## src/rtl/divider_pkg.sv

```systemverilog
// Shared declarations for the sequential restoring divider.
//   div_state_t : FSM encoding (IDLE accepts work, BUSY iterates, DONE holds the result)
//   cnt_width() : width of the iteration counter for a given operand width
package divider_pkg;

    typedef enum logic [1:0] {
        IDLE = 2'd0,
        BUSY = 2'd1,
        DONE = 2'd2
    } div_state_t;

    // The counter has to hold nb_bit-1 down to 0. A width of at least 1 keeps
    // the vector legal for the smallest operand width (nb_bit == 2).
    function automatic int cnt_width(input int n);
        if (n <= 2) begin
            return 1;
        end
        return $clog2(n);
    endfunction

endpackage

```

## src/rtl/divider_seq_n_if.sv

```systemverilog
// Request/result handshake bundle for divider_seq_n.
//   start_i / a_i / b_i            : request side (accepted when start_i & ready_o)
//   ready_o                        : divider is idle and can accept a request
//   valid_o / ack_i                : result handshake (held until valid_o & ack_i)
//   quotient_o / remainder_o       : result operands
//   div_zero_o                     : divide-by-zero flag, qualified by valid_o
// The "slave" modport is the divider; "master" is the requester/consumer.
interface divider_seq_n_if #(
    parameter int nb_bit = 8
);
    logic              start_i;
    logic [nb_bit-1:0] a_i;
    logic [nb_bit-1:0] b_i;
    logic              ready_o;
    logic              valid_o;
    logic              ack_i;
    logic [nb_bit-1:0] quotient_o;
    logic [nb_bit-1:0] remainder_o;
    logic              div_zero_o;

    modport slave (
        input  start_i,
        input  a_i,
        input  b_i,
        input  ack_i,
        output ready_o,
        output valid_o,
        output quotient_o,
        output remainder_o,
        output div_zero_o
    );

    modport master (
        output start_i,
        output a_i,
        output b_i,
        output ack_i,
        input  ready_o,
        input  valid_o,
        input  quotient_o,
        input  remainder_o,
        input  div_zero_o
    );
endinterface

```

## src/rtl/subtractor_n.sv

```systemverilog
// Unsigned ripple-borrow subtractor.
//   a_i, b_i  : operands (nb_bit wide)
//   diff_o    : a_i - b_i modulo 2**nb_bit
//   borrow_o  : 1 when b_i > a_i
// Purely combinational.
module subtractor_n #(
    parameter int nb_bit = 9
) (
    input  logic [nb_bit-1:0] a_i,
    input  logic [nb_bit-1:0] b_i,
    output logic [nb_bit-1:0] diff_o,
    output logic              borrow_o
);

    logic [nb_bit:0] borrow_chain;

    assign borrow_chain[0] = 1'b0;

    for (genvar gi = 0; gi < nb_bit; gi++) begin : g_bit
        assign diff_o[gi]         = a_i[gi] ^ b_i[gi] ^ borrow_chain[gi];
        // Borrow out when b > a at this bit, or they are equal and a borrow ripples in.
        assign borrow_chain[gi+1] = (~a_i[gi] & b_i[gi])
                                  | (~(a_i[gi] ^ b_i[gi]) & borrow_chain[gi]);
    end

    assign borrow_o = borrow_chain[nb_bit];

endmodule

```

## src/rtl/divider_seq_n.sv

```systemverilog
// Sequential unsigned restoring divider: quotient = a / b, remainder = a % b.
// One bit of quotient is produced per cycle using a single shared subtractor.
//   clk_i   : clock, rising edge
//   rst_ni  : asynchronous active-low reset
//   bus     : request/result handshake (see divider_seq_n_if)
// Timing: a request accepted on edge 1 presents valid_o after edge nb_bit+1;
// a zero divisor short-circuits straight to DONE after edge 1.
// All outputs are decoded from flops only; no input reaches an output combinationally.
module divider_seq_n
    import divider_pkg::*;
#(
    parameter int nb_bit = 8
) (
    input  logic                   clk_i,
    input  logic                   rst_ni,
    divider_seq_n_if.slave         bus
);

    localparam int CNT_W = cnt_width(nb_bit);
    localparam logic [CNT_W-1:0] CNT_LOAD = CNT_W'(nb_bit - 1);

    div_state_t        state_q, state_d;
    logic [CNT_W-1:0]  cnt_q, cnt_d;
    logic [nb_bit-1:0] p_q, p_d;      // partial remainder
    logic [nb_bit-1:0] q_q, q_d;      // dividend shifting out / quotient shifting in
    logic [nb_bit-1:0] d_q, d_d;      // divisor
    logic              dz_q, dz_d;    // divide-by-zero flag

    // Shared subtractor: trial-subtract the divisor from the shifted partial remainder.
    logic [nb_bit:0]   sub_a;
    logic [nb_bit:0]   sub_b;
    logic [nb_bit:0]   sub_diff;
    logic              sub_borrow;
    logic              sub_diff_msb_unused;

    assign sub_a = {p_q, q_q[nb_bit-1]};
    assign sub_b = {1'b0, d_q};

    subtractor_n #(
        .nb_bit (nb_bit + 1)
    ) u_sub (
        .a_i      (sub_a),
        .b_i      (sub_b),
        .diff_o   (sub_diff),
        .borrow_o (sub_borrow)
    );

    // When no borrow occurs the result is below the divisor, so its top bit is always 0.
    assign sub_diff_msb_unused = sub_diff[nb_bit];

    always_comb begin
        state_d = state_q;
        cnt_d   = cnt_q;
        p_d     = p_q;
        q_d     = q_q;
        d_d     = d_q;
        dz_d    = dz_q;

        unique case (state_q)
            IDLE: begin
                if (bus.start_i) begin
                    d_d   = bus.b_i;
                    q_d   = bus.a_i;
                    p_d   = '0;
                    cnt_d = CNT_LOAD;
                    dz_d  = 1'b0;
                    if (bus.b_i == '0) begin
                        // Divide by zero: all-ones quotient, dividend as remainder.
                        q_d     = '1;
                        p_d     = bus.a_i;
                        dz_d    = 1'b1;
                        state_d = DONE;
                    end else begin
                        state_d = BUSY;
                    end
                end
            end

            BUSY: begin
                if (!sub_borrow) begin
                    p_d = sub_diff[nb_bit-1:0];
                    q_d = {q_q[nb_bit-2:0], 1'b1};
                end else begin
                    // Restore: keep the shifted partial remainder unchanged.
                    p_d = sub_a[nb_bit-1:0];
                    q_d = {q_q[nb_bit-2:0], 1'b0};
                end
                if (cnt_q == '0) begin
                    state_d = DONE;
                end else begin
                    cnt_d = cnt_q - 1'b1;
                end
            end

            DONE: begin
                if (bus.ack_i) begin
                    state_d = IDLE;
                end
            end

            default: begin
                state_d = IDLE;
            end
        endcase
    end

    always_ff @(posedge clk_i or negedge rst_ni) begin
        if (!rst_ni) begin
            state_q <= IDLE;
            cnt_q   <= '0;
            p_q     <= '0;
            q_q     <= '0;
            d_q     <= '0;
            dz_q    <= 1'b0;
        end else begin
            state_q <= state_d;
            cnt_q   <= cnt_d;
            p_q     <= p_d;
            q_q     <= q_d;
            d_q     <= d_d;
            dz_q    <= dz_d;
        end
    end

    // No ack->start pass-through: ready only in IDLE.
    assign bus.ready_o     = (state_q == IDLE);
    assign bus.valid_o     = (state_q == DONE);
    assign bus.quotient_o  = q_q;
    assign bus.remainder_o = p_q;
    assign bus.div_zero_o  = dz_q;

endmodule

```

## src/flat_wrapper.sv

```systemverilog
// flat-port wrapper written by rule: the top's interface ports become plain ports
module divider_seq_n_flat import divider_pkg::*;
#(
    parameter int nb_bit = 8
)
  (clk_i, rst_ni, bus_start_i, bus_a_i, bus_b_i, bus_ack_i, bus_ready_o, bus_valid_o, bus_quotient_o, bus_remainder_o, bus_div_zero_o);
  divider_seq_n_if #(.nb_bit(nb_bit)) bus_i ();
  input  logic clk_i;
  input  logic rst_ni;
  input wire logic [$bits(bus_i.start_i)-1:0] bus_start_i;
  input wire logic [$bits(bus_i.a_i)-1:0] bus_a_i;
  input wire logic [$bits(bus_i.b_i)-1:0] bus_b_i;
  input wire logic [$bits(bus_i.ack_i)-1:0] bus_ack_i;
  output wire logic [$bits(bus_i.ready_o)-1:0] bus_ready_o;
  output wire logic [$bits(bus_i.valid_o)-1:0] bus_valid_o;
  output wire logic [$bits(bus_i.quotient_o)-1:0] bus_quotient_o;
  output wire logic [$bits(bus_i.remainder_o)-1:0] bus_remainder_o;
  output wire logic [$bits(bus_i.div_zero_o)-1:0] bus_div_zero_o;
  assign bus_i.start_i = bus_start_i;
  assign bus_i.a_i = bus_a_i;
  assign bus_i.b_i = bus_b_i;
  assign bus_i.ack_i = bus_ack_i;
  assign bus_ready_o = bus_i.ready_o;
  assign bus_valid_o = bus_i.valid_o;
  assign bus_quotient_o = bus_i.quotient_o;
  assign bus_remainder_o = bus_i.remainder_o;
  assign bus_div_zero_o = bus_i.div_zero_o;
  divider_seq_n #(.nb_bit(nb_bit)) u_core (.clk_i(clk_i), .rst_ni(rst_ni), .bus(bus_i));
endmodule
```

## config.mk

```make
export PLATFORM = sky130hd
export DESIGN_NAME = divider_seq_n_flat
export DESIGN_NICKNAME = d
export VERILOG_FILES = /design/src/rtl/divider_pkg.sv /design/src/rtl/divider_seq_n_if.sv /design/src/rtl/subtractor_n.sv /design/src/rtl/divider_seq_n.sv /design/src/flat_wrapper.sv
export SDC_FILE = /design/constraint.sdc
export NUM_CORES = 1
export LEC_CHECK = 0
export ABC_AREA = 1
export CORE_ASPECT_RATIO = 1.2
export CORE_UTILIZATION = 45
export DETAILED_ROUTE_END_ITERATION = 8
export GPL_ROUTABILITY_DRIVEN = 0
export PLACE_DENSITY = 0.76
export SYNTH_ARGS = -nofsm -noshare
export SYNTH_HDL_FRONTEND = slang
export SYNTH_SLANG_ARGS = --single-unit
```

## constraint.sdc

```tcl
create_clock -name clk_i -period 4.8 [get_ports clk_i]
set_clock_uncertainty 0.1 [all_clocks]
set_input_delay 0.96 -clock clk_i [delete_from_list [all_inputs] [get_ports clk_i]]
set_output_delay 0.96 -clock clk_i [all_outputs]
set_load 0.005 [all_outputs]
```

* Word level (Yosys, flattened, before mapping) *
Index checks and enable logic that the tools add are counted.

cells by class
  $add $sub $neg = 1
  $mul = 0
  divide/modulo/power cells = 0
  order comparisons = 0
  eq/ne operators = 6
  shifts and indexed selects = 0
  mux-type cells = 17
  bitwise logic cells = 54
  reductions and logical operators = 8

operator list
  kind                                                    count
  2-to-1 mux 8 bit                                        5
  case mux 8 bit (2 select lines)                         2
  bitwise AND 1 bit                                       16
  NOT 1 bit                                               16
  bitwise XOR 1 bit                                       15
  logical NOT 8 bit                                       1
  2-to-1 mux 2 bit                                        4
  bitwise OR 1 bit                                        7
  2-to-1 mux 3 bit                                        2
  inequality test 2 bit (second input constant)           3
  case mux 2 bit (3 select lines)                         1
  case mux 3 bit (2 select lines)                         1
  AND reduction 3 bit                                     2
  AND reduction 2 bit                                     2
  logical NOT 3 bit                                       1
  subtractor 3 x 1 -> 3 bit (second input constant)       1
  equality test 2 x 1 -> 1 bit (second input constant)    1
  equality test 2 bit (second input constant)             1
  logical NOT 2 bit                                       1
  2-to-1 mux 1 bit                                        2
  inequality test 2 x 1 -> 1 bit (second input constant)  1
  nonzero test 2 bit                                      1

word-level totals
  register bits = 30
  bits in latches = 0
  memory bits (writable) = 0
  memory bits (read-only) = 0
  memories kept = 0

* Logic depth before layout (Yosys ltp) *
  depth in word-level cells = 19
  mapped depth = 16
  mapped depth without buffers = 16

* Cells and area by module *
A second synthesis with hierarchy kept.

second synthesis, totals
  cell total of the unflattened synthesis = 275
  area, all modules = 1945.6 um^2

by module, submodules not included
  module         instances  cells each  area an instance (um^2)
  divider_seq_n  1          246         1697.9
  subtractor_n   1          29          247.7

* Worst setup path before layout *
Ideal clock, no wire load.

  kind = register -> register
  start = register u_core.q_q[7], in the netlist u_core.bus.quotient_o[7]
  end = register u_core.p_q[3], in the netlist u_core.bus.remainder_o[3]
  setup time = 0.113 ns
  arrival = 4.074 ns
  required time = 4.587 ns
  slack = 0.514 ns
  cell stages (with the launch flop) = 16
  period minus slack after synthesis = 4.286 ns
  cell sequence = dfrtp_1 > inv_1 > ha_1 > fa_1 > fa_1 > fa_1 > fa_1 > fa_1 > fa_1 > fa_1 > nand2_1 > nand2_1 > nand3_1 > nand3_1 > nand2_1 > inv_1

on the way
  cells in the longest elaborated chain, start to end = 19
  elaborated cells between the ends (all ways) = 20
  those cells by class = mux (2); bitwise (18)

ends and longest elaborated chain
  item                                 RTL line              source
  from (decl)                          divider_seq_n.sv:25   logic [nb_bit-1:0] q_q, q_d;
  from (signal assigned)               divider_seq_n.sv:119  q_q <= q_d;
  NOT 1 bit (*)                        subtractor_n.sv:22    assign borrow_chain[gi+1] = (~a_i[gi] & b_i[gi])
  bitwise AND 1 bit (*)                subtractor_n.sv:22
  bitwise AND 1 bit (*)                subtractor_n.sv:23    | (~(a_i[gi] ^ b_i[gi]) & borrow_chain[gi]);
  bitwise OR 1 bit (*)                 subtractor_n.sv:23
  bitwise AND 1 bit (*)                subtractor_n.sv:23
  bitwise OR 1 bit (*)                 subtractor_n.sv:23
  bitwise AND 1 bit                    subtractor_n.sv:23
  bitwise OR 1 bit                     subtractor_n.sv:23
  [... 3 more ...]                     -
  bitwise OR 1 bit                     subtractor_n.sv:23
  bitwise AND 1 bit                    subtractor_n.sv:23
  bitwise OR 1 bit                     subtractor_n.sv:23
  bitwise AND 1 bit                    subtractor_n.sv:23
  bitwise OR 1 bit                     subtractor_n.sv:23
  bitwise AND 1 bit                    subtractor_n.sv:23
  2-to-1 mux 8 bit (*)                 divider_seq_n.sv:80   if (!sub_borrow) begin
  case mux 8 bit (2 select lines) (*)  divider_seq_n.sv:59   unique case (state_q)
  to (signal assigned)                 divider_seq_n.sv:118  p_q <= p_d;
  to (decl)                            divider_seq_n.sv:24   logic [nb_bit-1:0] p_q, p_d;

Mark *: on every way between the ends. The rest lies on a longest branch, timed or not.
A chain may end at the register's enable or synchronous reset.

* Worst setup path in the final report *
  start = register u_core.q_q[7], in the netlist u_core.bus.quotient_o[7]
  end = register u_core.p_q[4], in the netlist u_core.bus.remainder_o[4]

on the way
  cells in the longest elaborated chain, start to end = 19
  elaborated cells between the ends (all ways) = 20
  those cells by class = mux (2); bitwise (18)

ends and longest elaborated chain
  item                                 RTL line
  NOT 1 bit (*)                        subtractor_n.sv:22
  bitwise AND 1 bit (*)                subtractor_n.sv:22
  bitwise AND 1 bit (*)                subtractor_n.sv:23
  bitwise OR 1 bit (*)                 subtractor_n.sv:23
  bitwise AND 1 bit (*)                subtractor_n.sv:23
  bitwise OR 1 bit (*)                 subtractor_n.sv:23
  bitwise AND 1 bit (*)                subtractor_n.sv:23
  bitwise OR 1 bit (*)                 subtractor_n.sv:23
  [... 3 more ...]                     -
  bitwise OR 1 bit                     subtractor_n.sv:23
  bitwise AND 1 bit                    subtractor_n.sv:23
  bitwise OR 1 bit                     subtractor_n.sv:23
  bitwise AND 1 bit                    subtractor_n.sv:23
  bitwise OR 1 bit                     subtractor_n.sv:23
  bitwise AND 1 bit                    subtractor_n.sv:23
  2-to-1 mux 8 bit (*)                 divider_seq_n.sv:80
  case mux 8 bit (2 select lines) (*)  divider_seq_n.sv:59

Marks and branches as above.

==> impl_results.rst <==
.. list-table::
   :header-rows: 1

   * - Metric
     - Value
   * - Antenna violations before repair
     - 0
   * - Cells after Synth
     - 227
   * - Shortest clock period the worst path allows after layout
     - 4.456 ns
   * - Post-route DRC violation count
     - 0
   * - Wire length of the first global-routing pass
     - 6.575 mm
   * - Number of design-rule violations left by the first detailed-router iteration
     - 69
   * - Sequential share of power
     - 0.277
   * - Area of the core region
     - 3910 um^2
   * - Number of library cell types mapped by synthesis
     - 22
   * - Die H
     - 71.99 um
   * - Chip width
     - 60.32 um
   * - CTS tree
     - yes
   * - Internal power of the cells
     - 0.9583 mW
   * - TritonCTS sink count
     - 30
   * - Critical Path RT
     - 4.88 ns
   * - Transition time at the pin with the least slew margin
     - 0.4802 ns
   * - Synthesized area
     - 1837 um^2
   * - Vias per cell
     - 4.784
   * - Path type of the worst min-delay path
     - reg -> reg
   * - Half-perimeter wire length after detailed placement
     - 2.841 mm
   * - Normalized max-slew margin
     - 0.6795
   * - Area growth syn-to-layout
     - 28.47%
   * - First drt pass iteration count
     - 5
   * - Fraction of layout instances using a drive strength above 1
     - 0.1037
   * - Category of the critical setup timing path
     - reg -> reg
   * - Most common cell on crit path
     - sky130_fd_sc_hd__fa_1
   * - Postcts setup bufs
     - 0
   * - Data arrival time of the critical path
     - 4.54 ns
   * - Final setup violating endpoints
     - 0
   * - Worst path max stage delay
     - 0.53 ns
   * - Initial standard-cell utilization of the core
     - 0.4698
   * - Power dissipated by switching net loads
     - 0.7022 mW
   * - Setup repair after global routing missed its margin
     - false
   * - Number of top-level pins
     - 39
   * - Count of filler cells inserted in the layout
     - 363
   * - Count of warnings emitted by yosys
     - 0
   * - Kind of launch point of the worst setup path
     - flip-flop
   * - Area post-placement
     - 2248 um^2
   * - Root Buffer
     - sky130_fd_sc_hd__clkbuf_8
   * - Net count of the mapped netlist
     - 257
   * - Final ANT Viol Nets
     - 0
   * - Number of hold violations in the final report
     - 0
   * - Later-pin clock latency in the skew report
     - 0.28 ns
   * - Worst-case clock buffer depth
     - 2
   * - Number of buffers created by CTS
     - 5
   * - Total gr overflow
     - 0
   * - Static power due to leakage
     - 1.198 nW
   * - Clk pwr share
     - 0.150
   * - H-tree lvl count
     - 2
   * - Average detailed-routed wire length per instance
     - 11.94 um
   * - Pin count of the biggest net entering global routing
     - 31
   * - Cells along the critical path
     - inv_1, ha_1, fa_1, fa_1, fa_1, fa_1, fa_1, fa_1, fa_1, nand2_2, nand2_1, nand3_1, nand3_1, nand2_1, inv_1
   * - Aggregate global-route resource usage
     - 0.2016
   * - Accumulated negative setup slack
     - 0 ns
   * - Power density over the cells
     - 703.7 nW/um^2
   * - CTS clock-pin slew for the worst setup and hold paths
     - 0.07 ns
   * - Peak Freq
     - 0.2244 GHz
   * - Seq cells post-synth
     - 30
   * - Final Max Slew Viols
     - 0
   * - Combinational power share
     - 0.573
   * - Fraction of power spent switching nets
     - 0.4229
   * - Final WL
     - 3.868 mm
   * - Buf/Inv on CP
     - 2
   * - Category of the worst setup path capture point
     - flip-flop
   * - Fraction of the cycle the final worst path needs
     - 0.9283
   * - Number of vias after detailed routing
     - 1550
   * - Number of antenna cells inserted
     - 0
   * - Number of nets at the end of the flow
     - 299
   * - Number of placement rows
     - 25
   * - Cell with the largest stage delay on the worst path
     - sky130_fd_sc_hd__fa_1
   * - Result of the run
     - complete, no violations
   * - Number of max-cap violations
     - 0
   * - Sequential cell area fraction in the yosys report
     - 0.4087
   * - CP top delay family
     - adder cells
   * - Design area
     - 2360 um^2
   * - Input/output buffers
     - 38
   * - Crit Path Max Fanout
     - 8
   * - Largest voltage drop on the vdd net
     - 0.2980 mV
   * - Synthesized area per cell
     - 8.091 um^2
   * - Via count of the first global-routing pass
     - 1473
   * - Area enclosed by the die boundary
     - 4342 um^2
==> kinds of logic after synthesis <==
| family | count (synthesis) | share of synthesized area |
|---|---|---|
| buffers and inverters | 42 | 0.1029 |
| multiplexers | 8 | 0.04905 |
| adder cells (fa/ha/maj) | 10 | 0.09673 |
| AO/OA/AOI/OAI | 23 | 0.07562 |
| flip-flops | 30 | 0.4087 |
| AND/OR/NAND/NOR | 114 | 0.2670 |
==> Yosys cell counts <==
cell                       count  share of area
sky130_fd_sc_hd__nor2_4        1         0.0061
sky130_fd_sc_hd__inv_1        35          0.072
sky130_fd_sc_hd__buf_4         1         0.0041
sky130_fd_sc_hd__a31oi_1       1         0.0034
sky130_fd_sc_hd__nand3_1      20          0.054
sky130_fd_sc_hd__inv_2         2         0.0041
sky130_fd_sc_hd__a21boi_0      8          0.033
sky130_fd_sc_hd__clkbuf_8      1         0.0075
sky130_fd_sc_hd__buf_6         2          0.012
sky130_fd_sc_hd__fa_1          7          0.076
sky130_fd_sc_hd__a21oi_1       1         0.0027
sky130_fd_sc_hd__nand2_1      68           0.14
sky130_fd_sc_hd__o31ai_1       1         0.0041
sky130_fd_sc_hd__nand2_2       1         0.0034
sky130_fd_sc_hd__ha_1          3          0.020
sky130_fd_sc_hd__inv_4         1         0.0034
sky130_fd_sc_hd__nand2_4       3          0.018
sky130_fd_sc_hd__o21ai_0      12          0.033
sky130_fd_sc_hd__nor2_1       19          0.039
sky130_fd_sc_hd__dfrtp_1      30           0.41
sky130_fd_sc_hd__mux2_2        8          0.049
sky130_fd_sc_hd__nor2_2        2         0.0068
==> layer usage <==
layer | global-route usage | routed length [um] | up-vias
li1 | - | - | 788
met1 | 0.2654 | 1744 | 728
met2 | 0.3248 | 1944 | 28
met3 | 0.04813 | 125 | 6
met4 | 0.06202 | 54 | 0
met5 | 0 | 0 | -
==> power groups by stage <==
stage / Clock [mW] / Sequential, mW / Combinational (mW)
3_3_place_gp: 0 / 0.460 / 0.929
5_1_grt: 0.268 / 0.474 / 1.09
6_report: 0.249 / 0.461 / 0.951
3_5_place_dp: 0 / 0.464 / 0.944
2_1_floorplan: 0 / 0.453 / 0.673
4_1_cts: 0.254 / 0.461 / 0.953
==> final timing paths <==
path	start	endpoint	slack, ns	depth (start not counted)
worst max register to register	u_core.bus.quotient_o[7]	u_core.bus.remainder_o[4]	0.34	15
min in group asynchronous	rst_ni	u_core.bus.remainder_o[0]	0.96	2
worst min register to register	u_core.cnt_q[0]	u_core.cnt_q[0]	0.37	1
max in group asynchronous	rst_ni	u_core.bus.remainder_o[6]	3.36	2
worst max-delay path	u_core.bus.quotient_o[7]	u_core.bus.remainder_o[4]	0.34	15
worst min-delay path	u_core.cnt_q[0]	u_core.cnt_q[0]	0.37	1
==> metrics by stage <==
step	util	worst slack [ns]	power, mW	hold WS, ns	cells
after global placement	0.5750	0.4056	1.389	0.3574	316
after global routing	0.6035	0.04498	1.833	0.4070	324
after detailed placement	0.5750	0.2987	1.409	0.3612	316
final	0.6035	0.3443	1.660	0.3675	324
after CTS	0.6029	0.2771	1.668	0.3705	324
after floorplan	-	0.5135	1.126	0.3396	227
==> cells in the final DEF, fill, tap and decap left out, drive strengths merged <==
master and count:
nand2 72, clkdlybuf4s50 38, inv 38, dfrtp 30
nor2 22, nand3 20, o21ai 12, a21boi 8
mux2 8, fa 7, clkbuf 5, ha 3
clkinv 2, a31oi 1, a21oi 1, o31ai 1
bufinv 1, buf 1
==> registers in the layout (all words and copies together), names as in the netlist <==
name                    cells
u_core.cnt_q                3
u_core.state_q              2
u_core.bus.remainder_o      8
u_core.bus.quotient_o       8
u_core.d_q                  8
u_core.bus.div_zero_o       1
==> layout make-up <==
class / count / area [um^2] / area share
clock buffers: 5 / 68.82 / 0.02916
clock inverters: 3 / 40.04 / 0.01697
inverters: 38 / 145.1 / 0.06151
multi-input cells: 155 / 899.6 / 0.3812
flip-flops and latches: 30 / 750.7 / 0.3181
well taps: 54 / 67.56 / 0.02863
repair buffers: 39 / 387.9 / 0.1644
==> repair_timing <==
item,in CTS,in global routing
hold buffers,0,0
setup endpoints to repair,0,3
resized for setup,0,1
Note: power is estimated with default switching activity, not from simulation.
